[config.mk]
export PLATFORM = sky130hd
export DESIGN_NAME = sprite_register_sequencer
export DESIGN_NICKNAME = d
export VERILOG_FILES = /design/src/rtl/sprite_register_sequencer_pkg.sv /design/src/rtl/sprite_register_sequencer_edge_detect.sv /design/src/rtl/sprite_register_sequencer.sv
export SDC_FILE = /design/constraint.sdc
export NUM_CORES = 1
export LEC_CHECK = 0
export CAP_MARGIN = 5
export CORE_ASPECT_RATIO = 1.5
export CORE_MARGIN = 5
export CORE_UTILIZATION = 45
export CTS_BUF_LIST = sky130_fd_sc_hd__clkbuf_4
export DETAILED_ROUTE_END_ITERATION = 10
export SYNTH_ARGS = -nofsm -noshare
export SYNTH_HDL_FRONTEND = slang
export SYNTH_SLANG_ARGS = --single-unit
[constraint.sdc]
create_clock -name clk -period 2.5 [get_ports clk]
set_input_delay 0.25 -clock clk [delete_from_list [all_inputs] [get_ports clk]]
set_output_delay 0.25 -clock clk [all_outputs]
set_load 0.01 [all_outputs]
[src/rtl/sprite_register_sequencer_pkg.sv]
// Shared constants for the sprite register sequencer: bus widths, the
// display-controller sprite register map and the flush FSM encoding.
package sprite_register_sequencer_pkg;

  localparam int unsigned IDX_W  = 7;
  localparam int unsigned DATA_W = 16;

  localparam logic [IDX_W-1:0] SPRITE0_X     = 7'd2;
  localparam logic [IDX_W-1:0] SPRITE0_Y     = 7'd3;
  localparam logic [IDX_W-1:0] SPRITE0_SHAPE = 7'd4;
  localparam logic [IDX_W-1:0] SPRITE0_EN    = 7'd5;
  localparam logic [IDX_W-1:0] SPRITE1_X     = 7'd6;
  localparam logic [IDX_W-1:0] SPRITE1_Y     = 7'd7;
  localparam logic [IDX_W-1:0] SPRITE1_SHAPE = 7'd8;
  localparam logic [IDX_W-1:0] SPRITE1_EN    = 7'd9;

  localparam logic [0:0] ST_IDLE = 1'b0;
  localparam logic [0:0] ST_SCAN = 1'b1;

endpackage

[src/rtl/sprite_register_sequencer_edge_detect.sv]
// Registered rising-edge detector; a level that is already high when reset
// is released does not count as an edge until it has been seen low.
module sprite_register_sequencer_edge_detect (
  input  logic clk,
  input  logic reset_n,
  input  logic level_i,
  output logic rise_o
);

  logic level_q;
  logic primed_q;

  always_ff @(posedge clk or negedge reset_n) begin
    if (!reset_n) begin
      level_q  <= 1'b0;
      primed_q <= 1'b0;
    end else begin
      level_q  <= level_i;
      primed_q <= 1'b1;
    end
  end

  // level_q is only meaningful once a real sample has been taken.
  assign rise_o = level_i & ~level_q & primed_q;

endmodule

[src/rtl/sprite_register_sequencer.sv]
// Shadows the sprite register window and replays dirty entries to the display
// controller at each vblank start; other CPU writes pass straight through.
module sprite_register_sequencer
  import sprite_register_sequencer_pkg::*;
#(
  parameter int unsigned BASE_INDEX = 2,
  parameter int unsigned NUM_REGS   = 8
) (
  input  logic              clk,
  input  logic              reset_n,
  input  logic              cpu_write_i,
  input  logic [IDX_W-1:0]  cpu_index_i,
  input  logic [DATA_W-1:0] cpu_value_i,
  input  logic              in_vblank_i,
  output logic              register_write_o,
  output logic [IDX_W-1:0]  register_index_o,
  output logic [DATA_W-1:0] register_write_value_o,
  output logic              busy_o,
  output logic              flush_done_o,
  output logic [15:0]       frame_count_o
);

  localparam int unsigned     PTR_W    = (NUM_REGS > 1) ? $clog2(NUM_REGS) : 1;
  localparam logic [PTR_W-1:0] LAST_PTR = PTR_W'(NUM_REGS - 1);

  logic [0:0]        state_q, state_d;
  logic [PTR_W-1:0]  ptr_q, ptr_d;
  logic [DATA_W-1:0] shadow_q [NUM_REGS];
  logic [DATA_W-1:0] shadow_d [NUM_REGS];
  logic [NUM_REGS-1:0] dirty_q, dirty_d;
  logic              wr_q, wr_d;
  logic [IDX_W-1:0]  idx_q, idx_d;
  logic [DATA_W-1:0] val_q, val_d;
  logic              done_q, done_d;
  logic [15:0]       fc_q, fc_d;

  logic [NUM_REGS-1:0] hit;
  logic                pass_through;
  logic                vblank_rise;

  sprite_register_sequencer_edge_detect u_vblank_edge (
    .clk     (clk),
    .reset_n (reset_n),
    .level_i (in_vblank_i),
    .rise_o  (vblank_rise)
  );

  always_comb begin
    hit = '0;
    for (int unsigned i = 0; i < NUM_REGS; i++) begin
      hit[i] = cpu_write_i && (cpu_index_i == IDX_W'(BASE_INDEX + i));
    end
  end

  assign pass_through = cpu_write_i & ~|hit;

  always_comb begin
    state_d  = state_q;
    ptr_d    = ptr_q;
    shadow_d = shadow_q;
    dirty_d  = dirty_q;
    wr_d     = 1'b0;
    idx_d    = '0;
    val_d    = '0;
    done_d   = 1'b0;
    fc_d     = fc_q;

    if (vblank_rise) begin
      fc_d = fc_q + 16'd1;
    end

    if (pass_through) begin
      wr_d  = 1'b1;
      idx_d = cpu_index_i;
      val_d = cpu_value_i;
    end

    if (state_q == ST_IDLE) begin
      if (vblank_rise) begin
        state_d = ST_SCAN;
        ptr_d   = '0;
      end
    end else if (!pass_through) begin
      if (dirty_q[ptr_q]) begin
        wr_d           = 1'b1;
        idx_d          = IDX_W'(BASE_INDEX) + IDX_W'(ptr_q);
        val_d          = shadow_q[ptr_q];
        dirty_d[ptr_q] = 1'b0;
      end
      if (ptr_q == LAST_PTR) begin
        state_d = ST_IDLE;
        ptr_d   = '0;
        done_d  = 1'b1;
      end else begin
        ptr_d = ptr_q + 1'b1;
      end
    end

    // Applied after the scan clear so a same-cycle CPU write re-marks the entry.
    for (int unsigned i = 0; i < NUM_REGS; i++) begin
      if (hit[i]) begin
        shadow_d[i] = cpu_value_i;
        dirty_d[i]  = 1'b1;
      end
    end
  end

  always_ff @(posedge clk or negedge reset_n) begin
    if (!reset_n) begin
      state_q <= ST_IDLE;
      ptr_q   <= '0;
      dirty_q <= '0;
      wr_q    <= 1'b0;
      idx_q   <= '0;
      val_q   <= '0;
      done_q  <= 1'b0;
      fc_q    <= '0;
      for (int unsigned i = 0; i < NUM_REGS; i++) begin
        shadow_q[i] <= '0;
      end
    end else begin
      state_q  <= state_d;
      ptr_q    <= ptr_d;
      dirty_q  <= dirty_d;
      wr_q     <= wr_d;
      idx_q    <= idx_d;
      val_q    <= val_d;
      done_q   <= done_d;
      fc_q     <= fc_d;
      shadow_q <= shadow_d;
    end
  end

  assign register_write_o       = wr_q;
  assign register_index_o       = idx_q;
  assign register_write_value_o = val_q;
  assign busy_o                 = (state_q == ST_SCAN);
  assign flush_done_o           = done_q;
  assign frame_count_o          = fc_q;

endmodule
==> Word level (Yosys, flattened, before mapping) <==
Index checks and enable logic that the tools add are counted.
{ "totals": {"register_bits": 183, "input_bits": 27, "output_inout_bits": 42} }
{ "classes": {"n_addsub": 3, "magnitude_cmp": 3, "eq_ne": 18, "muxes": 41, "n_bitwise": 7, "n_reduce_logical": 37} }
{ "op_table": {"columns": ["operator", "n"], "rows": [
  ["16-bit 2-to-1 mux", 6],
  ["16-bit binary-select mux with 3-bit select", 1],
  ["2-bit nonzero test", 17],
  ["7-bit by 3-bit equality test with 1-bit output, second input constant", 4],
  ["7-bit 2-to-1 mux", 4],
  ["8-bit 2-to-1 mux", 3],
  ["3-bit AND reduction", 8],
  ["1-bit 2-to-1 mux", 21],
  ["2-bit inequality test, second input constant", 9],
  ["16-bit by 1-bit adder with 16-bit output, second input constant", 1],
  ["7-bit by 2-bit equality test with 1-bit output, second input constant", 2],
  ["7-bit by 4-bit equality test with 1-bit output, second input constant", 2],
  ["3-bit 2-to-1 mux", 4],
  ["1-bit logical AND", 9],
  ["8-bit AND", 1],
  ["8-bit inverter", 1],
  ["8-bit OR reduction", 1],
  ["2-bit by 3-bit adder with 4-bit output, first input constant", 1],
  ["4-bit greater-or-equal comparator, second input constant", 1],
  ["3-bit by 4-bit less-than comparator with 1-bit output, second input constant", 1],
  ["3-bit inverter with 4-bit output", 1],
  ["3-bit by 1-bit adder with 3-bit output, second input constant", 1],
  ["1-bit AND", 3],
  ["1-bit binary-select mux with 3-bit select", 1],
  ["6 further kinds", 6]
]} }

==> Depth between registers and ports, before layout <==
{ "logic_depth": {"ltp_word": 10, "depth_mapped": 7, "ltp_nobuf": 5} }

==> Modules after synthesis <==
A second synthesis with hierarchy kept.
{ "hier_totals": {"cells_unflattened": 558, "area_unflattened_um2": 8266.7} }
{ "by_module_without_submodules": {"columns": ["mod", "instances", "cells_each", "area_each_um2", "seq_area_each_um2"], "rows": [
  ["sprite_register_sequencer", 1, 554, 8204.1, 4529.3],
  ["sprite_register_sequencer_edge_detect", 1, 4, 62.6, 50.0]
]} }

==> Least setup slack after synthesis <==
Ideal clock, no wire load.
{ "synth_timing": {"path_kind": "in2reg", "from": "input port cpu_index_i[4]", "to": "register shadow_q[10] in the netlist's numbering", "setup_time_ns": 0.125, "arrival_time_ns": 1.850, "path_slack_ns": 0.525, "path_stages": 4, "n_path_buf": 1, "path_cell_list": "or4_4 > nor3_2 > buf_4 > mux2_2"} }
{ "synth_between": {"elab_chain_cells": 2} }
{ "synth_rtl": {"columns": ["item", "line", "text"], "rows": [
  ["from (decl)", "sprite_register_sequencer.sv:12", "input logic [IDX_W-1:0] cpu_index_i,"],
  ["7-bit by 4-bit equality test with 1-bit output", "sprite_register_sequencer.sv:51", "hit[i] = cpu_write_i && (cpu_index_i == IDX_W'(BASE_INDEX + i));"],
  ["1-bit logical AND", "sprite_register_sequencer.sv:51", null],
  ["to (signal assigned)", "sprite_register_sequencer.sv:130", "shadow_q <= shadow_d;"],
  ["to (decl)", "sprite_register_sequencer.sv:28", "logic [DATA_W-1:0] shadow_q [NUM_REGS];"]
]} }
No other way between the ends.
A chain may end at the register's enable or synchronous reset.

==> Worst setup path after layout <==
{ "layout_timing": {"from": "register ptr_q[0]", "to": "register dirty_q[7]"} }
{ "layout_between": {"elab_chain_cells": 10} }
{ "layout_rtl": {"columns": ["item", "line", "text"], "rows": [
  ["from (decl)", "sprite_register_sequencer.sv:27", "logic [PTR_W-1:0] ptr_q, ptr_d;"],
  ["from (signal assigned)", "sprite_register_sequencer.sv:123", "ptr_q <= ptr_d;"],
  ["3-bit by 4-bit less-than comparator with 1-bit output (implied by the code) or 3-bit by 1-bit greater-or-equal comparator with 1-bit output (tied branches)", "sprite_register_sequencer.sv:88", "dirty_d[ptr_q] = 1'b0;"],
  ["1-bit logical AND (implied by the code)", "sprite_register_sequencer.sv:88", null],
  ["1-bit 2-to-1 mux (implied by the code)", "sprite_register_sequencer.sv:88", null],
  ["1-bit demux with 3-bit select", "sprite_register_sequencer.sv:88", null],
  ["8-bit inverter (no source line)", null, null],
  ["8-bit AND (no source line)", null, null],
  ["8-bit 2-to-1 mux", "sprite_register_sequencer.sv:84", "if (dirty_q[ptr_q]) begin"],
  ["8-bit 2-to-1 mux", "sprite_register_sequencer.sv:83", "end else if (!pass_through) begin"],
  ["8-bit 2-to-1 mux", "sprite_register_sequencer.sv:78", "if (state_q == ST_IDLE) begin"],
  ["1-bit 2-to-1 mux", "sprite_register_sequencer.sv:101", "if (hit[i]) begin"],
  ["to (signal assigned)", "sprite_register_sequencer.sv:124", "dirty_q <= dirty_d;"],
  ["to (decl)", "sprite_register_sequencer.sv:30", "logic [NUM_REGS-1:0] dirty_q, dirty_d;"]
]} }
Parallel ways exist; a longest one is shown, timed or not. The select of a mux whose other input is x is not followed.

==> key figures <==
Floorplan
  • Die area: 0.02108 mm²
  • Top Ports: 69
  • Die W: 120.2 µm
  • Die span in y: 175.4 µm
  • Rows: 60
  • Core ar.: 0.01794 mm²
  • Effective utilization at floorplan: 45.72%

Critical path
  • Critical path type: reg -> reg
  • Startpoint Class: flop
  • CP required: 2.89 ns
  • Reg-to-reg slack, setup: 0.34 ns
  • Crit Path Max Fanout: 13
  • FF-to-FF Start: ptr_q[0]
  • WP data arrival: 2.55 ns
  • R2r endpoint: dirty_q[7]
  • R2r worst-path depth: 4
  • CP Capture Type: flop

Global route
  • Pin count of the biggest net entering global routing: 73
  • Vias in the first global route: 5479
  • Total gr overflow: 0
  • First-pass GRT wire length: 30310 µm
  • GRT Util Overall: 18.55%
  • Initial antenna violation count: 1

Detailed routing
  • Final WL: 18320 µm
  • Initial DRT Pass Iterations: 4
  • Drt initial violations: 212
  • Drt wl/cell: 20.93 µm
  • Post-DRT Antenna Nets: 0
  • Vias: 4890
  • Drc violations: 0
  • Vias/cell: 5.589

Clock network
  • Post-CTS Setup Repair Bufs: 0
  • H-tree depth: 4
  • Resized cells post-CTS: 0
  • Clock transition at the registers of the reported paths: 0.15 ns
  • Root Buffer: clkbuf_4
  • Num CTS Buffers: 17
  • TritonCTS Sinks: 183
  • TritonCTS clock tree: done
  • CTS max path bufs: 2
  • Clk Latency, worst-skew pair: 0.57 ns

Timing
  • Max_slew headroom: 32.05%
  • Final setup margin: 0.3385 ns
  • Hold Vio Cnt, Final: 0
  • WHS: 0.1477 ns
  • Highest Clock Rate: 462.7 MHz
  • Max-slew violations: 0
  • Min cycle time layout: 2.161 ns
  • Worst-Margin Slew: 1.011 ns
  • Ratio of final minimum period to clock period: 86.46%
  • RSZ-0062 raised after global routing: no
  • Final Skew: 0.03398 ns
  • Setup TNS Final: 0 ns
  • Final count of negative-setup-slack endpoints: 0

Worst hold path
  • Hold_sp: in_vblank_i
  • Hold EP: u_vblank_edge.level_q
  • HP Class: in -> reg
  • Hold path cells: 1

Power
  • Worst vdd ir: 0.0004739 V
  • Leakage: 4.486 nW
  • PwrDens: 767.3 mW/mm²
  • Tot Pwr: 7.392 mW

Synthesis
  • Main synth FF type: dfrtp_1
  • Syn_area_per_cell: 14.73 µm²
  • Yosys Warn Count: 0
  • Mapped Cells: 557
  • Post-synthesis async set-or-reset flop share: 100.0%
  • FF+latch count, synth: 183
  • Syn Nets: 591
  • Mapped cell area: 0.008203 mm²
  • EDFF count, synth: 0
  • Seq/Total Area, Yosys: 55.83%
  • Synth cell types: 47

Cells and area
  • Fillers: 1573
  • Design Area, Final: 0.009633 mm²
  • Non-filler instance count after layout: 875
  • Final nets: 680
  • Share of cells above drive strength 1: 36.38%
  • Final core occ: 53.69%
  • P&R area growth vs syn: 17.43%

Place
  • Post-DP HPWL: 12280 µm
  • Setup Slack @ Placement: 0.1289 ns
  • PortBufs: 68
  • Routability congestion estimate: 0.7987
  • DP Cell Count: 843
  • Area after DPL: 0.009290 mm²

Job
  • Max cap viols: 0

Run status
  • Status: finished, final reports clean
[state kept, by name, summed over array words and instances, names as in the netlist, 3 cells and up]
register / flops
ptr_q: 3
dirty_q: 8
frame_count_o: 16
shadow_q: 128
register_index_o: 7
register_write_value_o: 16
[worst max-delay path, stage by stage, from the launching register on]
cell and delay (ns):
dfrtp_1 0.65, mux2_2 0.25, o22ai_1 0.10, nor3_1 0.82, a21oi_1 0.15
[placed cells by master (no fill, tap or decap), types with 2 or more instances in the layout]
cell,instances
a21oi_1,8
clkinv_2,2
and4_1,3
clkbuf_4,20
o21ai_1,19
nor2b_1,4
nor3_2,2
and3_1,4
nor4_4,3
clkdlybuf4s50_1,67
bufinv_16,5
xnor2_1,12
nand2_1,29
mux2i_1,16
nor4b_1,2
o22ai_1,2
o31ai_1,2
ha_1,7
xor2_1,3
mux2_2,123
nor2_1,9
nand4_1,5
and2_1,2
mux2_4,9
nand2b_1,5
buf_12,6
or4_4,2
o311ai_0,2
nand3_1,9
or3_1,2
nor3_1,7
mux4_2,32
inv_1,7
dfrtp_1,182
buf_4,27
[cell usage after synthesis (all sizes together) (3+ instances only)]
cell type	n	area, µm²
a21oi	8	40.04
and2	3	20.02
and3	4	25.02
and4	4	36.29
buf	20	145.1
clkbuf	12	45.04
dfrtp	183	4579
ha	7	87.58
inv	7	26.28
mux2	132	1520
mux2i	16	160.2
mux4	32	720.7
nand2	29	108.9
nand2b	5	31.28
nand3	9	45.04
nand4	5	31.28
nor2	9	33.78
nor2b	4	25.02
nor3	9	55.05
nor4	4	70.07
o21ai	19	95.09
or3	3	23.77
or4	3	30.03
xnor2	12	105.1
xor2	3	26.28
[metal layers]
| layer | vias to the layer above | share of wire (%) | global-route usage [%] | routed length [µm] |
|---|---|---|---|---|
| met2 | 74 | 55 | 33.54 | 10070 |
| met1 | 2597 | 41 | 22.63 | 7459 |
| met4 | 0 | 1.1 | 4.726 | 197 |
| met5 | - | 0 | 0 | 0 |
| met3 | 16 | 3.2 | 3.737 | 588 |
| li1 | 2203 | - | - | - |
[kinds of logic after synthesis]
logic type | count (synthesis) | synth area share, %
other | 1 | 0.04572
xor gates and xnor gates | 15 | 1.602
AOI/OAI and AO/OA | 37 | 2.624
muxes | 180 | 29.27
DFF | 183 | 55.83
adders and majority gates | 7 | 1.068
buffers and inverters | 39 | 2.639
and+or+nand+nor | 95 | 6.925
[worst max-delay path by stage]
| stage | startpoint | to | cells past startpoint |
|---|---|---|---|
| finish | ptr_q[0] | dirty_q[7] | 4 |
| global route | ptr_q[0] | dirty_q[6] | 4 |
| CTS | ptr_q[0] | dirty_q[7] | 4 |
| detailed placement | cpu_index_i[4] | shadow_q[2] | 5 |
| global placement | cpu_index_i[4] | shadow_q[37] | 6 |
| floorplan | cpu_index_i[4] | shadow_q[10] | 4 |
[power breakdown]
group	total [mW]	internal (mW)	switching, mW
combinational	1.96	0.986	0.975
sequential	3.55	3.29	0.257
clock	1.88	0.912	0.969
total	7.39	5.19	2.20
[timing repair]
action	4_1_cts	5_1_grt
hold buffers	1	0
hold endpoints to repair	68	0
endpoints found under the setup margin	0	0
[area by class of cell]
cell class | instances | area (µm²) | share of cell area [%]
inverter | 7 | 26.28 | 0.2728
clock buffer | 20 | 150.1 | 1.559
tap | 217 | 271.5 | 2.819
antenna | 1 | 2.502 | 0.02598
clock inverter | 10 | 180.2 | 1.870
sequential | 183 | 4581 | 47.55
timing repair buffer | 102 | 1015 | 10.53
multi-input combinational | 335 | 3407 | 35.37
Power figures use the tool's default switching activity.
==> RTL edit 1: new RTL, config.mk and constraints unchanged <==
Take the reset off `fc_q` and load it in a clocked block of its own.
--- a/src/rtl/sprite_register_sequencer.sv
+++ b/src/rtl/sprite_register_sequencer.sv
@@ -114,7 +114,6 @@
       idx_q   <= '0;
       val_q   <= '0;
       done_q  <= 1'b0;
-      fc_q    <= '0;
       for (int unsigned i = 0; i < NUM_REGS; i++) begin
         shadow_q[i] <= '0;
       end
@@ -126,9 +125,12 @@
       idx_q    <= idx_d;
       val_q    <= val_d;
       done_q   <= done_d;
-      fc_q     <= fc_d;
       shadow_q <= shadow_d;
     end
+  end
+
+  always_ff @(posedge clk) begin
+    fc_q <= fc_d;
   end
 
   assign register_write_o       = wr_q;
Formal check against the unedited RTL: differs if reset_n is asserted again (counterexample within 4 cycles, from zero or initial values and one cycle with reset_n low); with reset_n held inactive, the same outputs for 10 cycles.
==> RTL edit 1 against the unedited design <==
Synthesized area rose by 1.4%; via count fell by 1.6%; sequential cell count did not move; clock power fell by 19%; worst setup slack improved by 0.22 ns; total power fell by 4.0%; wire length fell by 2.9%; critical path type unchanged; final area rose by 1.6%.
==> RTL edit 1: results (changes against the unedited design) <==
metric,value,unit,change
largest_register,shadow_q,,
seq_area_frac_synth,55.99,%,+0.16 points
p_leak,4.525,nW,+0.87%
layout.nets,682,,+0.29%
synth_common_cells,"167 x dfrtp_1, 100 x mux2_2, 32 x mux4_2",,
min_period,1.942,ns,-0.2194 ns
hold_start,in_vblank_i,,
numCtsBuffers,17,,unchanged
ys.warnings.count,0,,unchanged
finClkSkew,0.02880,ns,-0.005179 ns
clock_latency,0.56,ns,
numPortBuffers,68,,unchanged
dpl.hpwl,12360,microns,+0.70%
crit_end,register_write_o$_DFF_PN0_,,
cts_root_buffer,clkbuf_4,,
reg2regPathDepth,4,,unchanged
crit_fanout,12,,-1
r2r_slack,0.56,ns,+0.22 ns
postCtsResizedCells,0,,unchanged
synth_fp_nets,584,,-1.2%
via_count,4813,,-1.6%
nFillCells,1599,,+1.7%
drtPass1Iterations,4,,unchanged
synth_edf_count,16,,+16
drive_gt1_share,36.76,%,+0.39 points
crit_start,ptr_q[0]$_DFFE_PN0P_,,
clock_path_buffers,2,,unchanged
grtUsageTotal,17.89,%,-0.66 points
synthArstFlopShare,91.26,%,-8.7 points
post_cts_buffers,0,,unchanged
ys_types,50,,+6.4%
outcome,"complete, no violations",,
grt_pass1_vias,5410,,-1.3%
ir_drop,0.4514,mV,-4.8%
grt_pass1_wl,29260,microns,-3.5%
cts_hold_buf,1,,unchanged
clk_pin_slew,0.13,ns,-0.02 ns
netlist_top_cells_area,"dfrtp_1 50%, mux2_2 14%, mux4_2 8.7%",,
hp-class,input port to register,,
largest_reg_flops,128,,unchanged
maxSlewHeadroom,55.32,%,+23 points
worstPathArrival,2.37,ns,-0.18 ns
detail_route.wl_per_cell,19.47,microns,-7.0%
antenna_found_initial,1,,unchanged
htreeDepth,4,,unchanged
gp_congestion,0.8241,,+3.2%
grt_max_degree,74,,+1.4%
pre_cts_ws,0.03406,ns,-0.09485 ns
drt-initial-drc-count,209,,-1.4%
==> RTL edit 1: report_power, final <==
group          internal (mW)  switching [mW]  total [mW]
clock network          0.537           0.986        1.52
registers               3.31           0.215        3.53
logic                   1.03            1.01        2.04
==> RTL edit 1: how the worst min path moves through the flow <==
stage                                      endpoint  slack, ns  cells after the start
CTS                 u_vblank_edge.level_q$_DFF_PN0_       0.11                      1
finish              u_vblank_edge.level_q$_DFF_PN0_       0.17                      1
global placement    u_vblank_edge.level_q$_DFF_PN0_       0.20                      1
detailed placement  u_vblank_edge.level_q$_DFF_PN0_       0.21                      1
floorplan                          busy_o$_DFF_PN0_      -0.05                      0
global route        u_vblank_edge.level_q$_DFF_PN0_       0.11                      1
==> RTL edit 1: metal layers <==
| metal | global-route usage (%) | up-vias | share of wire (%) |
|---|---|---|---|
| li1 | - | 2216 | - |
| met1 | 21.67 | 2485 | 41 |
| met2 | 31.45 | 79 | 54 |
| met3 | 3.301 | 33 | 2.7 |
| met4 | 6.947 | 0 | 2.4 |
| met5 | 0 | - | 0 |
==> RTL edit 1: worst max-delay path: stages, from the launching register on <==
cell and delay, ns:
dfrtp_1 0.65, mux2_2 0.39, a2bb2oi_1 0.16, and3_1 0.29, or2_2 0.33
==> RTL edit 1: stage by stage <==
stage          util, %  hold slack [ns]  cells  area, sq um
3_5_place_dp     51.76           0.2112    880         9520
4_1_cts          53.22           0.1090    913         9789
5_1_grt          53.23           0.1075    914         9792
2_1_floorplan        -         -0.04559    550         8322
3_3_place_gp     51.76           0.1995    880         9520
6_report         53.23           0.1697    914         9792
==> RTL edit 1: logic make-up after synthesis <==
family,share of synthesized area [%]
xor+xnor,1.473
mux,29.86
other cells,0.04506
buf+inv,2.751
simple gates,6.134
fa+ha+maj,1.052
compound gates,2.692
flops,55.99
==> RTL edit 1: final cells by class <==
class	count	share of cell area [%]
sequential	183	47.60
inverter	9	0.3450
clock buffer	21	1.610
clock inverter	11	1.035
tap	252	3.220
antenna	1	0.02556
multi-input combinational	327	35.06
timing repair buffer	110	11.10
==> RTL edit 2: new RTL, same flow settings <==
Made on the original files. Change the package constant `IDX_W` from 7 to 6.
--- a/src/rtl/sprite_register_sequencer_pkg.sv
+++ b/src/rtl/sprite_register_sequencer_pkg.sv
@@ -2,7 +2,7 @@
 // display-controller sprite register map and the flush FSM encoding.
 package sprite_register_sequencer_pkg;
 
-  localparam int unsigned IDX_W  = 7;
+  localparam int unsigned IDX_W  = 6;
   localparam int unsigned DATA_W = 16;
 
   localparam logic [IDX_W-1:0] SPRITE0_X     = 7'd2;
Interface: changed (resized cpu_index_i and register_index_o); port bits go from 69 to 67. No check against the original RTL was run, so the function may have changed too.
==> RTL edit 2 against the unedited design <==
Final area decreased by 1.2%; synthesized cell count down 0.54%; worst setup slack improved by 0.011 ns; largest cell class unchanged; total power grew 4.8%; via count down 0.12%; clock skew shrank 0.0078 ns; sequential cell count decreased by 1; highest routed layer unchanged; utilization is 0.66 points lower; sequential power grew 5%; wire length is 1.6% lower; sequential share of layout area is 0.32 points higher; critical path type unchanged; non-clock buffer count shrank 5; synthesized area fell by 0.18%.
==> RTL edit 2: results (changes against the unedited design) <==
metric,value,unit,change
outcome,"complete, no violations",,
grt_pass1_wl,29460,microns,-2.8%
pwr-share-clk,20.6,%,-4.9 points
grt_pass1_vias,5311,,-3.1%
nFillCells,1524,,-3.1%
dpl.hpwl,11630,microns,-5.3%
placedCellCount,836,,-0.83%
viasPerCell,5.607,,+0.34%
synth-compound-area-share,3.836,%,+1.2 points
ir_drop,0.4986,mV,+5.2%
grt_max_degree,71,,-2.7%
p_int,5.255,mW,+1.2%
holdWs,0.1687,ns,+0.02094 ns
netSwitchingFraction,32.19,%,+2.4 points
grtUsageTotal,18.27,%,-0.28 points
synth_common_cells,"182 x dfrtp_1, 129 x mux2_2, 33 x mux4_2",,
area_growth,16.21,%,
gp_congestion,0.7272,,-9.0%
crit_end,register_index_o[1]$_DFF_PN0_,,
p_leak,4.348,nW,-3.1%
dpl_cell_area,9226,sq um,-0.69%
fmax,465.0,MHz,+0.52%
crit_fanout,12,,-1
seq_power,3.72,mW,+5%
numPortBuffers,66,,-2.9%
finClkSkew,0.02614,ns,-0.007841 ns
## RTL edit 2: changes by cell type after synthesis, sizes merged, moves of 3 or more
cell,delta
nand2b,-4
clkbuf,-3
mux2,-3
nand3,+5
or3,-3
a31oi,+3
## RTL edit 2: cell type report
cell class,count,area share (%)
Antenna cell,2,0.05260
Clock buffer,19,1.499
Clock inverter,13,1.381
Inverter,9,0.3550
Multi-Input combinational cell,332,35.90
Sequential cell,182,47.88
Tap cell,217,2.853
Timing Repair Buffer,97,10.09
## RTL edit 2: per-layer routing
metal	up-vias	wire [microns]	track usage (%)
li1	2201	-	-
met3	17	717	3.789
met1	2572	7837	23.42
met4	0	219	5.542
met2	94	9247	31.15
met5	-	0	0
## RTL edit 2: worst register-to-register path, cell delays in order (launching register included)
cell	delay [ns]
dfrtp_1	0.55
a2111oi_0	0.84
or4_1	0.25
buf_4	0.26
o21ai_2	0.11
## RTL edit 2: what timing repair did
action | in CTS | in global routing
hold buffers | 1 | 0
setup buffers | 0 | 0
endpoints found under the hold margin | 66 | 0
